`src/rtl/loader_pkg.sv`:
```
// Shared definitions for the instruction-RAM boot loader.
package loader_pkg;

  localparam int unsigned MEM_WORDS_DEFAULT = 1024;
  localparam int unsigned BYTE_W            = 8;
  localparam int unsigned WORD_W            = 32;
  localparam int unsigned HDR_BYTES         = 2;
  localparam int unsigned WORD_BYTES        = WORD_W / BYTE_W;
  localparam int unsigned LEN_W             = 16;

  typedef enum logic [2:0] {
    ST_IDLE   = 3'd0,
    ST_HDR_HI = 3'd1,
    ST_HDR_LO = 3'd2,
    ST_BYTE   = 3'd3,
    ST_WRITE  = 3'd4,
    ST_CSUM   = 3'd5,
    ST_RUN    = 3'd6,
    ST_ERROR  = 3'd7
  } state_t;

  // Stream offset of the checksum byte for a program of n_words words.
  function automatic int unsigned csum_byte_pos(input int unsigned n_words);
    return HDR_BYTES + WORD_BYTES * n_words;
  endfunction

endpackage

```
`src/rtl/byte_packer.sv`:
```
// Packs MSB-first bytes into a 32-bit word and keeps the running XOR of all packed bytes.
module byte_packer
  import loader_pkg::*;
(
  input  logic              clock,
  input  logic              reset,
  input  logic              clear,
  input  logic              shift_en,
  input  logic [BYTE_W-1:0] byte_in,
  output logic [WORD_W-1:0] word,
  output logic [BYTE_W-1:0] xor_acc,
  output logic              last_byte_c
);

  logic [1:0] byte_cnt;

  // Shift register, byte counter and XOR accumulator; clear leaves the word untouched.
  always_ff @(posedge clock) begin
    if (!reset) begin
      word     <= '0;
      byte_cnt <= '0;
      xor_acc  <= '0;
    end else if (clear) begin
      byte_cnt <= '0;
      xor_acc  <= '0;
    end else if (shift_en) begin
      word     <= {word[WORD_W-BYTE_W-1:0], byte_in};
      byte_cnt <= byte_cnt + 2'd1;
      xor_acc  <= xor_acc ^ byte_in;
    end
  end

  // The byte currently being offered completes the word.
  assign last_byte_c = (byte_cnt == 2'd3);

endmodule

```
`src/rtl/instr_ram_loader.sv`:
```
// Loads a length-prefixed, XOR-checksummed program into instruction RAM, then hands the RAM to the CPU.
module instr_ram_loader
  import loader_pkg::*;
#(
  parameter int unsigned ADDR_W     = 10,
  parameter int unsigned MEM_WORDS  = MEM_WORDS_DEFAULT,
  parameter bit          AUTO_START = 1'b1
) (
  input  logic              clock,
  input  logic              reset,
  input  logic              load_start,
  input  logic              rx_valid,
  input  logic [BYTE_W-1:0] rx_data,
  output logic              rx_ready,
  output logic              wr_en,
  output logic [WORD_W-1:0] wr_data,
  output logic [ADDR_W-1:0] ram_addr,
  input  logic [ADDR_W-1:0] cpu_pc,
  output logic              cpu_run,
  output logic              load_error,
  output logic [ADDR_W:0]   words_loaded
);

  localparam int unsigned CNT_W = ADDR_W + 1;

  state_t              state_q;
  state_t              state_nx;
  logic [ADDR_W-1:0]   wr_ptr_q;
  logic [CNT_W-1:0]    words_q;
  logic [BYTE_W-1:0]   hdr_hi_q;
  logic [LEN_W-1:0]    n_words_q;
  logic                load_error_q;

  logic                accept_c;
  logic [LEN_W-1:0]    hdr_n_c;
  logic                hdr_ok_c;
  logic                last_word_c;
  logic                pk_clear_c;
  logic                pk_shift_c;
  logic [BYTE_W-1:0]   xor_acc;
  logic                last_byte_c;

  assign accept_c    = rx_valid && rx_ready;
  assign hdr_n_c     = {hdr_hi_q, rx_data};
  assign hdr_ok_c    = (hdr_n_c != '0) && (32'(hdr_n_c) <= MEM_WORDS);
  assign last_word_c = (32'(words_q) + 32'd1) == 32'(n_words_q);

  // A restart wins over a byte offered in the same cycle, so that byte never reaches the packer.
  assign pk_clear_c = load_start || (state_q == ST_HDR_HI);
  assign pk_shift_c = accept_c && (state_q == ST_BYTE) && !load_start;

  byte_packer u_packer (
    .clock       (clock),
    .reset       (reset),
    .clear       (pk_clear_c),
    .shift_en    (pk_shift_c),
    .byte_in     (rx_data),
    .word        (wr_data),
    .xor_acc     (xor_acc),
    .last_byte_c (last_byte_c)
  );

  // State register; reset lands in the header phase when auto-start is enabled.
  always_ff @(posedge clock) begin
    if (!reset) begin
      state_q <= AUTO_START ? ST_HDR_HI : ST_IDLE;
    end else begin
      state_q <= state_nx;
    end
  end

  // Next-state logic; load_start overrides every other transition.
  always_comb begin
    state_nx = state_q;
    unique case (state_q)
      ST_IDLE:   state_nx = ST_IDLE;
      ST_HDR_HI: if (accept_c) state_nx = ST_HDR_LO;
      ST_HDR_LO: if (accept_c) state_nx = hdr_ok_c ? ST_BYTE : ST_ERROR;
      ST_BYTE:   if (accept_c && last_byte_c) state_nx = ST_WRITE;
      ST_WRITE:  state_nx = last_word_c ? ST_CSUM : ST_BYTE;
      ST_CSUM:   if (accept_c) state_nx = (rx_data == xor_acc) ? ST_RUN : ST_ERROR;
      ST_RUN:    state_nx = ST_RUN;
      ST_ERROR:  state_nx = ST_ERROR;
      default:   state_nx = ST_IDLE;
    endcase
    if (load_start) begin
      state_nx = ST_HDR_HI;
    end
  end

  // Outputs decoded from the registered state; the RAM address follows the CPU only while it runs.
  always_comb begin
    rx_ready = 1'b0;
    wr_en    = 1'b0;
    cpu_run  = 1'b0;
    ram_addr = wr_ptr_q;
    unique case (state_q)
      ST_HDR_HI, ST_HDR_LO, ST_BYTE, ST_CSUM: rx_ready = 1'b1;
      ST_WRITE: wr_en = 1'b1;
      ST_RUN: begin
        cpu_run  = 1'b1;
        ram_addr = cpu_pc;
      end
      default: ;
    endcase
  end

  // Header capture, write pointer, word count and sticky error flag.
  always_ff @(posedge clock) begin
    if (!reset) begin
      wr_ptr_q     <= '0;
      words_q      <= '0;
      hdr_hi_q     <= '0;
      n_words_q    <= '0;
      load_error_q <= 1'b0;
    end else if (load_start) begin
      wr_ptr_q     <= '0;
      words_q      <= '0;
      load_error_q <= 1'b0;
    end else begin
      if (accept_c && (state_q == ST_HDR_HI)) begin
        hdr_hi_q <= rx_data;
      end
      if (accept_c && (state_q == ST_HDR_LO)) begin
        n_words_q <= hdr_n_c;
      end
      if (state_q == ST_WRITE) begin
        wr_ptr_q <= wr_ptr_q + ADDR_W'(1);
        words_q  <= words_q + CNT_W'(1);
      end
      load_error_q <= (state_nx == ST_ERROR);
    end
  end

  assign words_loaded = words_q;
  assign load_error   = load_error_q;

endmodule
```
`config.mk`:
```
export PLATFORM = sky130hd
export DESIGN_NAME = instr_ram_loader
export DESIGN_NICKNAME = d
export VERILOG_FILES = /design/src/rtl/loader_pkg.sv /design/src/rtl/byte_packer.sv /design/src/rtl/instr_ram_loader.sv
export SDC_FILE = /design/constraint.sdc
export NUM_CORES = 1
export LEC_CHECK = 0
export BUFFER_PORTS_ARGS = -buffer_cell sky130_fd_sc_hd__clkbuf_2
export CAP_MARGIN = 20
export CORE_UTILIZATION = 25
export DETAILED_ROUTE_END_ITERATION = 7
export PLACE_DENSITY = 0.49
export SYNTH_ARGS = -nofsm -noshare
export SYNTH_HDL_FRONTEND = slang
export SYNTH_SLANG_ARGS = --single-unit
```
`constraint.sdc`:
```
create_clock -name clock -period 2.85 [get_ports clock]
set_input_delay 0.57 -clock clock [delete_from_list [all_inputs] [get_ports clock]]
set_output_delay 0.57 -clock clock [all_outputs]
set_load 0.02 [all_outputs]
```
==> reports/metrics.yaml <==
logic_synthesis:
  yosysWarningCount: 0
  post_synth_top_area_share: 0.439
  ys_ff_latch: 91
  count_of_flip_flops_with_a_built_in_enable_after_synthesis: 0
  synth_area_leader_cell: "dfxtp_1"
  synthesis.area_per_instance_um2: 8.44
  ys_dominant_reg_cell: "dfxtp_1"
  syn_nets: 517
  synthDistinctLibCells: 42
  syn_inst: 492
  mappedNetlistArea_um2: 4150
  synthArstFlopShare: 0
  synth_area_leaders: "dfxtp_1 44%, nand2_1 12%, xor2_1 5.5%"
  yosysSeqAreaShare: 0.439
final_layout:
  drive_above_1_share: 0.207
  syn2layout_area_growth_pct: 21.3
  net_count_of_the_finished_layout: 584
  final_cell_area_um2: 5040
  antenna_cells_inserted: 0
  num-fill-cells: 1714
critical_path:
  worst_ep_required_time_ps: 2280
  cp_endpoint_kind: "output pin"
  setup.worst_path.start_class: "flip-flop"
  critical_path_arrival_ps: 2060
  timing.setup.critical_path_class: "flip-flop to output pin"
  critical_path_peak_fanout: 12
drt:
  vias_per_cell: 4.47
  drt_drc_violations_left: 0
  drt_first_iter_violations: 220
  drt-pass1-iter-count: 7
  routed_wire_length_per_instance_um: 13.2
  drt_wl_total_mm: 10.3
  detailroute.via_count: 3488
  ant_nets: 0
die:
  die_w_um: 131
  initial_cell_density_of_the_core: 0.259
  area_of_the_core_um2: 16100
  rows: 46
  die_area_um2: 17100
  die_height_um: 131
  ioPinCount: 79
sta:
  timing_worst_slew_pin_value_ps: 840
  fin_crit_sh: 0.923
  drv_slew: 0
  worst_slew_margin_rel: 0.436
  setup_tns_ps: 0
  grt_setup_unrepaired: "false"
  setup_viol: 0
  hold_viol_final: 0
  timing.fmax_mhz: 380
  finalWorstPathRequiredPeriod_ps: 2630
  worst_clock_skew_ps: 8.36
power:
  switch_share: 0.255
  combinational_share_of_power: 0.043
  total_power_consumption_mw: 2.62
  p_seq_frac: 0.492
  p_switching_mw: 0.668
  cellPowerDensity_nw_per_um2: 520
  power_leakage_nw: 1.89
  cellInternalPower_mw: 1.95
  clock_power_share: 0.464
  worst_ir_drop_vdd_mv: 0.297
clock_network:
  tritoncts: "yes"
  insertion_delay_to_the_later_sink_of_the_worst_skew_pair_ps: 350
  ctsRootBufferMaster: "clkbuf_16"
  clkSinkCount: 91
  cts-resized-gates: 0
  h_tree_levels: 3
  max-clock-path-buffers: 2
  clk_pin_slew_worst_paths_ps: 70
  hold_buffers: 0
  cts-buffers-inserted: 9
  post_cts_buffers: 0
min_path:
  hold_path_class: "flip-flop to flip-flop"
placement:
  port_buffer_count: 78
  placed_cell_area_um2: 4740
  gp_congestion: 0.790
  hpwl_mm: 7.36
global_routing:
  grt_max_degree: 57
  grt-ovfl-total: 0
  track_usage: 0.125
  number_of_antenna_violations_at_the_first_check_in_global_routing: 0
  number_of_global_route_vias_before_repair: 3317
  grt_pass1_wl_mm: 16.5
outcome:
  status: "finished clean"
flow_run:
  max-cap-violations: 0
cell families (layout without fill, tap and decap cells):
logic type                 count (synthesis)  after routing  synth area share
AOI/OAI and AO/OA                         85             85             0.150
xor gates and xnor gates                  46             46            0.0970
adders and majority gates                  3              3           0.00904
buffers and inverters                     32            104            0.0329
DFF                                       91             91             0.439
muxes                                     11             11            0.0295
and+or+nand+nor                          224            224             0.242
through the flow:
step                       util  std cells  hold slack, ps  setup WS, ps
after global routing      0.314        780             467          33.1
final                     0.314        780             453           219
after CTS                 0.314        780             437           204
after floorplan               -        492             440           824
after detailed placement  0.295        764             445           611
after global placement    0.295        764             443           662
synth_stat cells (2+ instances only):
library cell,n
nand2_1,129
dfxtp_1,91
nor2_1,34
a21boi_1,29
a21boi_0,27
xor2_1,26
xnor2_1,20
nand3_1,18
clkbuf_1,17
a21oi_1,11
buf_2,10
mux2_2,10
nor4_1,8
nand2b_1,6
o21ai_0,6
and3_1,5
nand4_1,5
nor3_1,5
a311o_1,3
ha_1,3
inv_1,3
nor2b_1,3
and4b_1,2
nand4_2,2
or3_1,2
cell usage in the layout, fill, tap and decap left out, types with 2 or more instances in the layout:
master and count:
a21boi_1 29, nand4_1 5, nor2b_1 3, a21oi_1 11, clkbuf_16 9, inv_8 3
a311o_1 3, nand2b_1 6, nand2_1 129, inv_6 2, inv_1 3, o21ai_0 6
xor2_1 26, nor2_1 34, nor4_1 8, nand4_2 2, clkbuf_2 78, mux2_2 10
and3_1 5, nand3_1 18, buf_4 6, a21boi_0 27, dfxtp_1 91, ha_1 3
nor3_1 5, and4b_1 2, or3_1 2, xnor2_1 20
worst max-delay path: stages (launching register included):
cell and delay (ps):
dfxtp_1 520, nor2b_1 320, nand2_1 340, mux2_2 380, clkbuf_2 150
routing by layer:
layer,track usage,part of all wire,up-vias
met3,0.0293,0.044,11
met4,0.0541,0.014,0
met1,0.168,0.49,1617
met2,0.190,0.45,65
li1,-,-,1795
met5,0,0,-
power groups by stage:
stage	registers [mW]	clock network, mW	logic [mW]
3_3_place_gp	1.32	0	0.113
2_1_floorplan	1.32	0	0.0672
6_report	1.29	1.21	0.114
3_5_place_dp	1.32	0	0.114
5_1_grt	1.29	1.31	0.125
4_1_cts	1.29	1.25	0.115
state kept, by name, indices dropped and copies added, names as in the netlist:
signal,flops
u_packer.xor_acc,8
u_packer.word,32
u_packer.byte_cnt,2
state_q,3
wr_ptr_q,10
n_words_q,16
hdr_hi_q,8
load_error,1
words_loaded,11
final timing paths:
path	start	end	slack (ps)	depth (start not counted)
min reg2reg	u_packer.word[30]$_SDFFE_PN0P_	u_packer.word[30]$_SDFFE_PN0P_	450	2
min	u_packer.word[30]$_SDFFE_PN0P_	u_packer.word[30]$_SDFFE_PN0P_	450	2
max	state_q[1]$_SDFF_PN0_	ram_addr[4]	220	4
max reg2reg	words_loaded[0]$_SDFFE_PP0P_	state_q[2]$_SDFF_PN0_	710	7
cell type report:
cell class | instances | area [um2] | share of cell area
Tap cell | 216 | 270 | 0.0537
Multi-Input combinational cell | 369 | 2190 | 0.435
Sequential cell | 91 | 1820 | 0.362
Clock inverter | 7 | 76.3 | 0.0152
Clock buffer | 9 | 225 | 0.0447
Inverter | 4 | 15.0 | 0.00298
Timing Repair Buffer | 84 | 435 | 0.0864
Power figures use the tool's default switching activity.
